## config.mk

```make
export PLATFORM = sky130hd
export DESIGN_NAME = player_action_ctrl
export DESIGN_NICKNAME = d
export VERILOG_FILES = /design/src/rtl/player_action_ctrl.sv
export SDC_FILE = /design/constraint.sdc
export NUM_CORES = 1
export LEC_CHECK = 0
export BUFFER_PORTS_ARGS = -buffer_cell sky130_fd_sc_hd__buf_2
export CAP_MARGIN = 0
export CORE_ASPECT_RATIO = 1.25
export CORE_MARGIN = 2
export CORE_UTILIZATION = 57
export CTS_BUF_LIST = sky130_fd_sc_hd__clkbuf_4
export DETAILED_ROUTE_END_ITERATION = 16
export HOLD_SLACK_MARGIN = 0.08
export PLACE_DENSITY_LB_ADDON = 0.3
export SKIP_CTS_REPAIR_TIMING = 1
export SYNTH_ARGS = -nofsm -noshare
export SYNTH_HDL_FRONTEND = slang
export SYNTH_SLANG_ARGS = --single-unit
```

## constraint.sdc

```tcl
create_clock -name frame_clk -period 4.73 [get_ports frame_clk]
set_input_delay 0.2365 -clock frame_clk [delete_from_list [all_inputs] [get_ports frame_clk]]
set_output_delay 0.2365 -clock frame_clk [all_outputs]
set_load 0.02 [all_outputs]
```

## src/rtl/player_action_ctrl.sv

```systemverilog
// Per-frame player movement/action controller: picks the action state each video frame
// and registers the motion steps and status flags that the position datapath consumes.
module player_action_ctrl #(
  parameter int unsigned JUMP_FRAMES   = 16,
  parameter int unsigned ATTACK_FRAMES = 10,
  parameter int unsigned DASH_FRAMES   = 8,
  parameter int unsigned DASH_COOLDOWN = 30,
  parameter int unsigned KNOCK_FRAMES  = 12
) (
  input  logic       Reset,
  input  logic       frame_clk,
  input  logic [7:0] keycode,
  input  logic       on_ground,
  input  logic       hit,
  input  logic       hit_dir,
  output logic [9:0] x_step,
  output logic [9:0] y_step,
  output logic [3:0] status,
  output logic       facing,
  output logic       attack_active,
  output logic       dash_ready
);

  typedef enum logic [3:0] {
    IDLE   = 4'd0,
    WALK   = 4'd1,
    JUMP   = 4'd2,
    FALL   = 4'd3,
    ATTACK = 4'd4,
    DASH   = 4'd5,
    KNOCK  = 4'd6
  } state_t;

  localparam int unsigned CD_W = (DASH_COOLDOWN > 1) ? $clog2(DASH_COOLDOWN + 1) : 1;

  localparam logic [9:0] STEP_P2 = 10'd2;
  localparam logic [9:0] STEP_N2 = 10'h3FE;
  localparam logic [9:0] STEP_P3 = 10'd3;
  localparam logic [9:0] STEP_N3 = 10'h3FD;
  localparam logic [9:0] STEP_P4 = 10'd4;
  localparam logic [9:0] STEP_N4 = 10'h3FC;
  localparam logic [9:0] STEP_P6 = 10'd6;
  localparam logic [9:0] STEP_N6 = 10'h3FA;

  state_t            state, nxt_state;
  logic [5:0]        cnt, nxt_cnt;
  logic [CD_W-1:0]   cooldown, nxt_cd;
  logic [7:0]        prev_key;
  logic [9:0]        nxt_x, nxt_y, dir_x;
  logic              nxt_facing;
  logic              k_left, k_right, jump_edge, atk_edge, dash_ok, last_frame;
  state_t            land;

  always_comb begin
    k_left     = (keycode == 8'h50);
    k_right    = (keycode == 8'h4F);
    // Jump/attack only fire on the frame the key first appears, so holding never retriggers
    jump_edge  = (keycode == 8'h52) && (prev_key != 8'h52);
    atk_edge   = (keycode == 8'h1B) && (prev_key != 8'h1B);
    dash_ok    = (keycode == 8'h06) && (cooldown == '0);
    last_frame = (cnt <= 6'd1);
    land       = on_ground ? IDLE : FALL;
    dir_x      = k_left ? STEP_N2 : (k_right ? STEP_P2 : '0);

    nxt_state = state;
    unique case (state)
      IDLE, WALK: begin
        if (hit)             nxt_state = KNOCK;
        else if (!on_ground) nxt_state = FALL;
        else if (dash_ok)    nxt_state = DASH;
        else if (atk_edge)   nxt_state = ATTACK;
        else if (jump_edge)  nxt_state = JUMP;
        else if (k_left || k_right) nxt_state = WALK;
        else                 nxt_state = IDLE;
      end
      JUMP, FALL: begin
        if (hit)                             nxt_state = KNOCK;
        else if (dash_ok)                    nxt_state = DASH;
        else if (atk_edge)                   nxt_state = ATTACK;
        else if (state == JUMP && last_frame) nxt_state = FALL;
        else if (state == FALL && on_ground)  nxt_state = IDLE;
      end
      ATTACK, DASH: begin
        if (hit)             nxt_state = KNOCK;
        else if (last_frame) nxt_state = land;
      end
      KNOCK: if (last_frame) nxt_state = land;
      default: nxt_state = IDLE;
    endcase

    // The frame counter is loaded only on entry; staying in a timed state counts it down
    nxt_cnt = cnt;
    if (nxt_state != state) begin
      unique case (nxt_state)
        JUMP:    nxt_cnt = 6'(JUMP_FRAMES);
        ATTACK:  nxt_cnt = 6'(ATTACK_FRAMES);
        DASH:    nxt_cnt = 6'(DASH_FRAMES);
        KNOCK:   nxt_cnt = 6'(KNOCK_FRAMES);
        default: nxt_cnt = '0;
      endcase
    end else if (cnt != '0) begin
      nxt_cnt = cnt - 6'd1;
    end

    nxt_cd = cooldown;
    if (nxt_state == DASH && state != DASH) nxt_cd = CD_W'(DASH_COOLDOWN);
    else if (cooldown != '0)                nxt_cd = cooldown - CD_W'(1);

    nxt_facing = facing;
    if (nxt_state == WALK || nxt_state == JUMP || nxt_state == FALL) begin
      if (k_left)       nxt_facing = 1'b0;
      else if (k_right) nxt_facing = 1'b1;
    end

    nxt_x = '0;
    nxt_y = '0;
    unique case (nxt_state)
      WALK:   nxt_x = dir_x;
      JUMP:   begin nxt_x = dir_x; nxt_y = STEP_N4; end
      FALL:   begin nxt_x = dir_x; nxt_y = STEP_P4; end
      ATTACK: nxt_y = on_ground ? '0 : STEP_P4;
      DASH:   nxt_x = facing ? STEP_P6 : STEP_N6;
      KNOCK:  begin
        nxt_x = hit_dir ? STEP_N3 : STEP_P3;
        nxt_y = on_ground ? '0 : STEP_P4;
      end
      default: ;
    endcase
  end

  always_ff @(posedge frame_clk or posedge Reset) begin
    if (Reset) begin
      state         <= IDLE;
      cnt           <= '0;
      cooldown      <= '0;
      prev_key      <= '0;
      x_step        <= '0;
      y_step        <= '0;
      facing        <= 1'b1;
      attack_active <= 1'b0;
      dash_ready    <= 1'b1;
    end else begin
      state         <= nxt_state;
      cnt           <= nxt_cnt;
      cooldown      <= nxt_cd;
      prev_key      <= keycode;
      x_step        <= nxt_x;
      y_step        <= nxt_y;
      facing        <= nxt_facing;
      attack_active <= (nxt_state == ATTACK);
      dash_ready    <= (nxt_cd == '0);
    end
  end

  assign status = state;

endmodule

```

==> summary.txt, run 1 <==
Clocking
  • CTS tree: yes
  • Clk Latency, worst-skew pair: between 300 and 400 ps
  • Num CTS Buffers: 5
  • Largest buffer count on any clock path: 2
  • CTS Sinks: 32
  • CTS clk-pin slew, worst paths: ~100 ps
  • Root Driver: clkbuf_4
  • H-tree depth: 2

Placed design
  • GP Congestion: 0.8896
  • Cell count after placement: 265
  • IO Port Bufs: 37
  • Hpwl dp: 3074 um

Global route
  • GRT Util Overall: 20.46%
  • Initial antenna violation count: 0
  • First-pass GRT wire length: 6499 um
  • Largest net degree at the start of global routing: 33
  • Vias in the first global route: 1451
  • Global route overflow: 0

Cells and area
  • Fill cell count: approximately 290
  • Diodes inserted: 0
  • Area of the multi-input gates: approximately 1100 um^2
  • P&R area growth vs syn: 14.95%
  • Seq. cell area: 803.3 um^2
  • Share of layout cells above drive strength 1: about 30%
  • Final layout net count: 260
  • Layout Utilization: about two thirds
  • Fin cells: 282

Status
  • Status: finished clean

Detailed routing
  • DRC violation total after the first TritonRoute iteration: 43
  • Routed wire length: 4015 um
  • DR pass1 iterations: 4
  • Vias per inst: 5.631
  • Via count: roughly 1600
  • Detailed-route wire length per cell: 14.24 um
  • Routed Antenna Nets: 0
  • DRC: 0

STA
  • RSZ-0062 raised after global routing: no
  • Relative slew slack: between 50% and 60%
  • Period utilisation layout: 57.19%
  • Hold slack: 202.5 ps
  • Worst clock skew: 9.862 ps
  • Hold Fails Final Rpt: 0
  • Min Tclk post-route: 2705 ps
  • Setup_tns: 0 ps
  • Worst-margin pin slew: around 680 ps
  • Max Clk Rate: 0.3697 GHz
  • Setup-failing EPs final: 0
  • Fin. max-slew vios: 0

Floorplan
  • Ports: 40
  • FP Rows: 24
  • Initial Util: 58.66%
  • Die width: about 57 um
  • Core area: 3453 um^2
  • Die extent in y: 70.65 um
  • Die area: 4050 um^2

Job
  • MaxCap Viol Count: 0

Logic synthesis
  • Post-Syn Area: 2026 um^2
  • Post-synth EDFFs: 0
  • Main synth FF type: dfrtp_1
  • Compound-Gate Fraction of Synth Area: 19.15%
  • Seq cells post-synth: 32
  • Largest cells by area after synthesis: dfrtp_1 (37%), buf_4 (5.2%), nor2_1 (3.5%)
  • Xor/xnor share of the synthesized area: about 2.6%
  • Simple-gate share of the synthesized area: 23.10%
  • Async SR Flop Fraction: 100.0%
  • Register area share after synthesis: between 30% and 40%
  • Mux contribution to synthesized area: between 4 and 5%
  • Post-Synth Adder-Cell Area: 3.088%
  • Synth Instances: 203
  • Synth area leader: dfrtp_1
  • Synth top area share: 37.06%
  • Mapped Avg Cell Area: around 10 um^2
  • YS warnings: 0
  • Synth unique cells: 56
  • Largest family of logic cells by synthesized area: simple AND/OR/NAND/NOR gates

Pwr
  • Net Switching: 0.6192 mW
  • Power per cell area: 601.7 nW/um^2
  • Internal Power: 0.7819 mW
  • Static Leak: between 1 and 1.5 nW
  • Reg power frac: 32.3%
  • Clock power frac: around 15%
  • Comb power frac: 52.9%
  • Max IR drop VDD: 0.3852 mV
  • Sw Ratio: 44.19%

Worst hold path
  • Hold Path Class: in -> reg

Critical path
  • Startpoint types: flip-flop
  • Critical path data required time: 4960 ps
  • CP max FO: 9
  • CP Data Arrival Time: a little under 3000 ps
  • Critical path class: reg -> reg
  • CP endpoint kind: flip-flop
synthesized netlist by cell type (all sizes together) (3+ instances only):
| cell type | number |
|---|---|
| nor2 | 19 |
| o31ai | 4 |
| and2 | 4 |
| buf | 14 |
| o21ai | 9 |
| nand3 | 6 |
| nand4b | 3 |
| clkbuf | 3 |
| inv | 13 |
| dfrtp | 30 |
| o211ai | 6 |
| mux2 | 4 |
| xnor2 | 6 |
| nor3 | 6 |
| a21oi | 7 |
| nand2 | 17 |
| a31oi | 3 |
| nor4 | 3 |
| nor4b | 6 |
| a211oi | 3 |
| ha | 5 |
worst max-delay path, cell delays in order, from the launching register on:
cell and delay [ps]:
dfrtp_1 420, inv_1 130, ha_1 230, nor4b_4 440
nand3_1 170, a41oi_1 230, o21ai_2 150, mux2i_4 230
nor3_4 270, mux2_4 330
per-stage QoR:
step	cell area (um^2)	total power, mW	setup slack (ps)
2_1_floorplan	2033	1.075	2277
3_3_place_gp	2158	1.186	2052
3_5_place_dp	2158	1.195	2026
4_1_cts	2238	1.407	2009
5_1_grt	2328	1.518	1796
6_report	2328	1.401	2025
worst paths after layout:
check | start | slack, ps | cells past startpoint | endpoint
setup / recovery | cooldown[0]$_DFF_PP0_ | 2030 | 9 | cnt[2]$_DFFE_PP0P_
hold / removal | hit_dir | 200 | 3 | x_step[1]$_DFF_PP0_
setup reg to reg | cooldown[0]$_DFF_PP0_ | 2030 | 9 | cnt[2]$_DFFE_PP0P_
hold reg to reg | facing$_DFFE_PP1P_ | 540 | 2 | x_step[2]$_DFF_PP0_
max in group asynchronous | Reset | 3880 | 4 | dash_ready$_DFF_PP1_
min in group asynchronous | Reset | 530 | 4 | attack_active$_DFF_PP0_
power by group through the flow:
stage / Combinational [mW] / Clock [mW] / Sequential, mW
6_report: 0.741 / 0.208 / 0.452
5_1_grt: 0.828 / 0.226 / 0.464
4_1_cts: 0.741 / 0.215 / 0.452
3_5_place_dp: 0.738 / 0 / 0.457
3_3_place_gp: 0.730 / 0 / 0.456
2_1_floorplan: 0.604 / 0 / 0.471
layout make-up:
type / instances / share of cell area, %
Timing Repair Buffer: 47 / 12.14
Tap cell: 39 / 2.096
Inverter: 13 / 2.096
Clock inverter: 2 / 1.505
Clock buffer: 6 / 1.934
Multi-Input combinational cell: 143 / 45.73
Sequential cell: 32 / 34.50
cells in the final DEF (no fill, tap or decap), types with 5 or more instances in the layout:
master | synthesis | routed
buf_2 | 0 | 37
dfrtp_1 | 30 | 30
nor2_1 | 19 | 19
nand2_1 | 16 | 16
inv_1 | 12 | 12
dlygate4sd3_1 | 0 | 9
o21ai_0 | 7 | 7
xnor2_1 | 6 | 6
nand3_1 | 6 | 6
a21oi_1 | 6 | 6
clkbuf_4 | 0 | 6
ha_1 | 5 | 5
sequential cells by signal (all words and copies together) (netlist names):
signal	flops
x_step	4
status	4
y_step	2
dash_ready	1
cooldown	5
attack_active	1
facing	1
prev_key	8
cnt	6
metal layers:
layer  track usage [%]  routed length [um]  vias up
met5                 0                   0        -
met1             24.76                1706      748
met4             8.010                  74        0
li1                  -                   -      795
met2             34.99                2094       36
met3             4.753                 140        9
cell families after synthesis:
kind of cell / Yosys count
AND/OR/NAND/NOR: 79
AO/OA/AOI/OAI: 45
other: 1
flip-flops: 32
adder cells (fa/ha/maj): 5
buffers and inverters: 30
multiplexers: 5
XOR/XNOR: 6
Note: power is estimated with default switching activity, not from simulation.
==> run 2: changes to the inputs <==
- clock period: 4.73 -> 2.54 ns (I/O delays scaled with it)
==> summary.txt, run 2 (synthesis gave the netlist of run 1 again) <==
Cells and area
  • Fin cells: roughly 300
  • Biggest register: prev_key
  • Final instance area: ~2500 um^2
  • Final layout net count: 276
  • Fill cell count: 278
  • Seq. cell area: 803.3 um^2
  • Most common cell after layout, fill and taps aside: buf_2
  • Share of layout cells above drive strength 1: 38.22%
  • Area of the multi-input gates: 1142 um^2
  • P&R area growth vs syn: 23.59%
  • Diodes inserted: 0
  • Commonest non-fill, non-tap cells in the layout: buf_2 (37), dfrtp_1 (30), nor2_1 (19)
  • Biggest regs: prev_key x8, cnt x6, cooldown x5
  • Max FFs per register: 8
  • Layout Utilization: 72.50%

Critical path
  • CP Data Arrival Time: 2690 ps
  • Worst path slowest cell: or4_4
  • CP Cell Sequence: or4_4 > nor3_2 > a2bb2oi_2 > o21ai_2 > mux2i_4 > nor3_4 > mux2_4
  • Crit path largest cell delay: around 600 ps
  • Critical path data required time: around 2800 ps
  • Crit path from: cnt[4]$_DFFE_PP0P_
  • Flop2flop setup slack: between 70 and 80 ps
  • CP endpoint kind: flip-flop
  • CP max FO: 4
  • Startpoint types: flip-flop
  • Critical path class: reg -> reg
  • Reg-to-reg startpoint: cnt[4]$_DFFE_PP0P_

Clocking
  • Largest buffer count on any clock path: 2
  • CTS tree: yes
  • Root Driver: clkbuf_4
  • Num CTS Buffers: 5
  • CTS Sinks: 32
  • CTS clk-pin slew, worst paths: 100 ps
  • Clk Latency, worst-skew pair: 330 ps
  • H-tree depth: 2

Worst hold path
  • Hold Path Class: in -> reg
  • HP Start: hit_dir

Floorplan
  • Ports: 40
  • Initial Util: 58.66%
  • Die width: 57.32 um
  • FP Rows: 24
  • Die area: roughly 4000 um^2
  • Die extent in y: 70.65 um
  • Core area: roughly 3500 um^2

Detailed routing
  • Via count: between 1500 and 2000
  • Routed wire length: between 4000 and 5000 um
  • Detailed-route wire length per cell: between 15 and 20 um
  • Routed Antenna Nets: 0
  • DR pass1 iterations: 4
  • DRC violation total after the first TritonRoute iteration: 47
  • DRC: 0
  • Vias per inst: 5.745

STA
  • Hold Fails Final Rpt: 0
  • Setup-failing EPs final: 0
  • Worst-margin pin slew: 696.0 ps
  • Worst clock skew: 12.64 ps
  • Min Tclk post-route: 2464 ps
  • Relative slew slack: 53.48%
  • Period utilisation layout: 97.01%
  • Hold slack: around 110 ps
  • Fin. max-slew vios: 0
  • Max Clk Rate: 0.4058 GHz

Placed design
  • Dpl cell area: 2263 um^2
  • Hpwl dp: between 3000 and 4000 um
  • IO Port Bufs: 37
  • Cell count after placement: 279
  • GP Congestion: 0.8780

Global route
  • GRT Util Overall: 23.16%
  • Global route overflow: 0
  • First-pass GRT wire length: 7320 um
  • Initial antenna violation count: 0
  • Vias in the first global route: 1661
  • Largest net degree at the start of global routing: 33

Pwr
  • Power per cell area: 1108 nW/um^2
  • Static Leak: 1.148 nW
  • Max IR drop VDD: 0.8651 mV
  • Power Total: 2.773 mW

Job
  • MaxCap Viol Count: 0

Status
  • Status: finished clean
[run 2: cell count changes in the layout (fill, tap and decap cells not counted), sizes merged]
cell / before / now
buf: 38 / 54
clkbuf: 6 / 7
bufinv: 1 / 0
[run 2: per-stage QoR]
step | setup WS, ps | setup TNS (ps)
floorplan | 86.97 | 0
global placement | 67.55 | 0
detailed placement | 57.27 | 0
CTS | 43.97 | 0
global route | -40.10 | -133.0
finish | 75.85 | 0
[run 2: final timing paths]
kind	to	depth (start not counted)
worst max-delay path	cnt[3]$_DFFE_PP0P_	7
worst min-delay path	x_step[1]$_DFF_PP0_	3
worst max register to register	cnt[3]$_DFFE_PP0P_	7
max in group asynchronous	facing$_DFFE_PP1P_	4
worst min register to register	x_step[2]$_DFF_PP0_	2
min in group asynchronous	attack_active$_DFF_PP0_	4
[run 2: layer usage]
layer | part of all wire (%) | up-vias | GRT usage (%)
met4 | 1.8 | 0 | 6.977
met1 | 39 | 839 | 26.31
met2 | 56 | 34 | 41.89
li1 | - | 829 | -
met3 | 3.6 | 10 | 6.216
met5 | 0 | - | 0
[run 2: power breakdown]
part,internal (mW),switching (mW),leakage (nW)
logic,0.728,0.930,0.715
registers,0.666,0.147,0.396
clock network,0.129,0.174,0.0361
total,1.52,1.25,1.15
[run 2: layout make-up]
class	instances	area share, %
Clock buffer	7	2.099
Clock inverter	1	0.1999
Inverter	13	1.949
Multi-Input combinational cell	143	45.63
Sequential cell	32	32.08
Tap cell	39	1.949
Timing Repair Buffer	63	16.09
[run 2: worst max-delay path: cells and delay by family, from the launching register on]
family             cells  cell delay [ps]
and+or+nand+nor        3             1110
muxes                  2              540
DFF                    1              400
AOI/OAI and AO/OA      2              300
